<file path="config.mk">
export PLATFORM = sky130hd
export DESIGN_NAME = negate_arbiter
export DESIGN_NICKNAME = d
export VERILOG_FILES = /design/src/rtl/negate_arbiter.sv
export SDC_FILE = /design/constraint.sdc
export NUM_CORES = 1
export LEC_CHECK = 0
export BUFFER_PORTS_ARGS = -buffer_cell sky130_fd_sc_hd__clkbuf_2
export CORE_MARGIN = 2
export CORE_UTILIZATION = 49
export CTS_CLUSTER_SIZE = 30
export DETAILED_ROUTE_END_ITERATION = 10
export PLACE_DENSITY = 0.77
export SLEW_MARGIN = 20
export SYNTH_ARGS = -nofsm -noshare
export SYNTH_HDL_FRONTEND = slang
export SYNTH_SLANG_ARGS = --single-unit
</file>
<file path="constraint.sdc">
create_clock -name clk -period 2 [get_ports clk]
set_clock_uncertainty 0.05 [all_clocks]
set_input_delay 0.2 -clock clk [delete_from_list [all_inputs] [get_ports clk]]
set_output_delay 0.2 -clock clk [all_outputs]
set_load 0.05 [all_outputs]
</file>
<file path="src/rtl/negate_arbiter.sv">
// Two-requester front end sharing one 4-bit two's-complement negate unit.
// Round-robin grant, one operation in flight, completed responses counted.
module negate_arbiter #(
    parameter int CNT_W = 8
) (
    input  logic             clk,
    input  logic             rst_n,
    input  logic             req0_valid,
    input  logic [3:0]       req0_data,
    output logic             req0_ready,
    input  logic             req1_valid,
    input  logic [3:0]       req1_data,
    output logic             req1_ready,
    output logic             resp0_valid,
    input  logic             resp0_ready,
    output logic             resp1_valid,
    input  logic             resp1_ready,
    output logic [3:0]       resp_data,
    output logic             resp_ovf,
    output logic             busy,
    output logic [CNT_W-1:0] op_count
);

    typedef enum logic [1:0] {
        IDLE,
        COMPUTE,
        RESPOND
    } state_t;

    state_t     state;
    state_t     state_nxt;
    logic       last_served;
    logic       sel_id;
    logic [3:0] operand;
    logic       grant;
    logic       grant_vld;
    logic       accept;
    logic       resp_fire;

    // On a tie the requester not served last wins; otherwise the lone valid one.
    always_comb begin
        grant_vld = req0_valid | req1_valid;
        grant     = req1_valid;
        if (req0_valid && req1_valid) begin
            grant = ~last_served;
        end
    end

    always_comb begin
        state_nxt   = state;
        accept      = 1'b0;
        resp_fire   = 1'b0;
        req0_ready  = 1'b0;
        req1_ready  = 1'b0;
        resp0_valid = 1'b0;
        resp1_valid = 1'b0;
        case (state)
            IDLE: begin
                req0_ready = grant_vld & ~grant;
                req1_ready = grant_vld & grant;
                accept     = grant_vld;
                if (grant_vld) begin
                    state_nxt = COMPUTE;
                end
            end
            COMPUTE: begin
                state_nxt = RESPOND;
            end
            RESPOND: begin
                resp0_valid = ~sel_id;
                resp1_valid = sel_id;
                resp_fire   = sel_id ? resp1_ready : resp0_ready;
                if (resp_fire) begin
                    state_nxt = IDLE;
                end
            end
            default: begin
                state_nxt = IDLE;
            end
        endcase
    end

    assign busy = (state != IDLE);

    always_ff @(posedge clk or negedge rst_n) begin
        if (!rst_n) begin
            state       <= IDLE;
            last_served <= 1'b1;
            sel_id      <= 1'b0;
            operand     <= '0;
            resp_data   <= '0;
            resp_ovf    <= 1'b0;
            op_count    <= '0;
        end else begin
            state <= state_nxt;
            if (accept) begin
                last_served <= grant;
                sel_id      <= grant;
                operand     <= grant ? req1_data : req0_data;
            end
            // Result registers are only non-zero while RESPOND is active.
            if (state == COMPUTE) begin
                resp_data <= ~operand + 4'd1;
                resp_ovf  <= (operand == 4'b1000);
            end else if (resp_fire) begin
                resp_data <= '0;
                resp_ovf  <= 1'b0;
                op_count  <= op_count + 1'b1;
            end
        end
    end

endmodule

</file>
==> flow_metrics.py <==
metrics = {
    "drt": {
        "wl_per_cell_microns": 12.3,
        "drt-total-wl_microns": 1880,
        "drt-vias-per-instance": 5.05,
        "dr_total_vias": 773,
        "dr.first_iter.drc_count": 4,
        "drc": 0,
        "ant_nets": 0,
        "drt_pass1_iterations": 4,
    },
    "worst_hold_path": {
        "hold_path.class": "input pin to flop",
    },
    "synthesis": {
        "yosys.area.top_type": "dfrtp_1",
        "mappedNetlistNets": 108,
        "synth_top_area_share_pct": 50.1,
        "avgSynthCellArea_sq_um": 10.9,
        "async_reset_ff_share_pct": 100,
        "yosys_warnings": 0,
        "ys_types": 30,
        "synth_seq_cells": 21,
        "yosys-top-cells-area": "dfrtp_1 (50%), mux2_2 (4.5%), xor2_1 (4.4%)",
        "yosysSeqAreaShare_pct": 52.7,
        "ys.flop_type": "dfrtp_1",
        "yosysMostFrequentCell": "dfrtp_1",
        "synthCells": 92,
        "synth.cell_area_sq_um": 1000,
        "netlist_top_cells_count": "dfrtp_1 (20), nand2_1 (10), nor3_1 (6), inv_1 (5), xor2_1 (5)",
        "synth_edf_count": 0,
    },
    "floorplanning": {
        "ios": 32,
        "num_rows": 16,
        "die_h_microns": 49.2,
        "core_sq_um": 1940,
        "dieArea_sq_um": 2420,
        "start_util_pct": 51.5,
        "die_w_microns": 49.2,
    },
    "placement": {
        "globalplace.congestion": 0.797,
        "place_inst": 148,
        "dpl.hpwl_microns": 1430,
        "portBuffers": 31,
    },
    "cts": {
        "clock-sinks": 21,
        "cts_root_buf": "clkbuf_4",
        "cts_tree": "built",
        "h-tree-depth": 1,
        "cts_buffer_depth": 2,
        "cts_setup_buffers": 0,
        "cts_made_buffers": 3,
        "clock_latency_ps": 290,
        "clk_pin_slew_worst_paths_ps": 110,
    },
    "finish": {
        "multi_input_area_sq_um": 452,
        "regArea_sq_um": 527,
        "antenna_cells": 0,
        "stdcell_count": 153,
        "syn_to_final_growth_pct": 22.5,
        "nets": 143,
        "nFillCells": 162,
        "drive_gt1_share_pct": 34.9,
    },
    "power": {
        "total_power_mw": 2.23,
        "ir_drop_uv": 980,
        "p_leak_nw": 0.614,
        "power.density_nw_per_um2": 1820,
    },
    "worst_setup_path": {
        "r2r_slack_ps": 380,
        "reg2reg_depth": 3,
        "crit_path_end_kind": "primary output",
        "crit_required_ps": 1750,
        "cpLargestDelayFamily": "simple AND/OR/NAND/NOR gates",
        "cp-endpoint": "req0_ready",
        "crit_cells": 3,
        "critPathLaunch": "state[0]$_DFFE_PN0P_",
        "worstPathMaxFanout": 7,
        "cp-start-kind": "flop",
        "crit_buf_inv": 1,
        "arrival_ps": 1580,
        "crit_slowest_cell": "dfrtp_1",
        "r2r_end": "operand[2]$_DFFE_PN0P_",
        "cpPeakStageDelay_ps": 430,
        "r2r_start": "state[0]$_DFFE_PN0P_",
        "path_cells": "or2_2, nor3b_2, clkbuf_2",
        "crit_type": "flop to primary output",
    },
    "flow_run": {
        "drv_cap": 0,
    },
    "sta": {
        "slew-limit-headroom_pct": 66.2,
        "hold_viol_final": 0,
        "rsz0062_at_grt": "no",
        "tightest_slew_ps": 506,
        "maxSlewViolCount": 0,
        "period_needed_ps": 1830,
        "fmax_mhz": 547,
        "fin_crit_sh_pct": 91.5,
        "tns_ps": 0,
        "finalSetupViolations": 0,
    },
    "global_route": {
        "met1_usage_pct": 24.5,
        "gr-usage-met3_pct": 2.76,
        "grt_pass1_wl_microns": 3220,
        "grt_antenna_before_repair": 0,
        "grt-busiest-layer": "met2",
        "grt_max_degree": 22,
        "track_usage_pct": 17.5,
        "grt_pass1_vias": 752,
        "grt_overflow_total": 0,
        "use_met2_pct": 27.0,
    },
    "run_status": {
        "outcome": "finished clean",
    },
}
-- report_power, final --
group	total [mW]	switching [mW]	internal (mW)	leakage, nW
Clock	0.198	0.121	0.0776	0.0150
Sequential	0.800	0.182	0.618	0.260
Combinational	1.23	0.856	0.375	0.339
Total	2.23	1.16	1.07	0.614
-- stage by stage --
step	cell area, sq um	util, %	hold slack [ps]	worst slack (ps)
after floorplan	1010	-	-146	228
after global placement	1180	60.8	139	442
after detailed placement	1180	60.8	140	387
after CTS	1220	62.7	77.4	40.0
after global routing	1220	63.1	63.9	94.2
final	1220	63.1	86.7	171
-- layout by cell type, fill, tap and decap left out --
cell type	instances
o22ai_1	4
mux2i_1	1
a21o_1	2
nor2_1	3
nor2_4	1
ha_1	2
inv_1	5
mux2_2	4
or2_2	1
clkbuf_4	4
clkbuf_1	1
nor3_1	6
dfrtp_1	20
nand3b_1	1
nand4_1	1
dfstp_2	1
nand2b_1	2
a21bo_2	1
clkbuf_2	30
xnor2_1	4
and3_1	1
nand2_1	10
o21ai_0	2
and4b_1	1
a221o_1	3
nor2_2	1
o21bai_1	1
nor3b_2	1
nor2b_1	2
or4b_1	1
nand3_1	3
xor2_1	5
dlygate4sd3_1	1
-- cells by family after synthesis --
family / share of synthesized area (%)
simple gates: 18.3
flops: 52.7
compound gates: 9.76
xor+xnor: 7.88
buf+inv: 3.38
mux: 5.51
fa+ha+maj: 2.50
-- layout make-up --
class / count / share of cell area (%)
Inverter: 5 / 1.53
Multi-Input combinational cell: 64 / 36.9
Timing Repair Buffer: 32 / 13.7
Clock buffer: 4 / 2.15
Tap cell: 27 / 2.76
Sequential cell: 21 / 43.0
-- timing repair --
action | 4_1_cts | 5_1_grt
endpoints found under the setup margin | 0 | 1
hold buffers | 1 | 0
gates resized for setup | 0 | 3
hold endpoints to repair | 20 | 0
-- worst min-delay path by stage --
stage                            start                      end  slack (ps)  depth (start not counted)
after floorplan                  rst_n  op_count[0]$_DFFE_PN0P_        -150                          0
after global placement           rst_n  op_count[7]$_DFFE_PN0P_         140                          1
after detailed placement         rst_n  op_count[7]$_DFFE_PN0P_         140                          1
after CTS                 req1_data[1]   operand[1]$_DFFE_PN0P_          80                          2
after global routing      req1_data[0]   operand[0]$_DFFE_PN0P_          60                          2
final                     req1_data[1]   operand[1]$_DFFE_PN0P_          90                          2
-- layer usage --
| layer | up-vias | part of all wire [%] |
|---|---|---|
| met5 | - | 0 |
| met4 | 0 | 0.74 |
| met3 | 2 | 3.8 |
| met2 | 20 | 49 |
| met1 | 358 | 46 |
| li1 | 393 | - |
-- state kept, by name, indices dropped and copies added (netlist names) --
signal	cells
last_served	1
op_count	8
operand	4
resp_data	4
resp_ovf	1
sel_id	1
state	2
No activity file was read; power rests on OpenSTA's default activity.
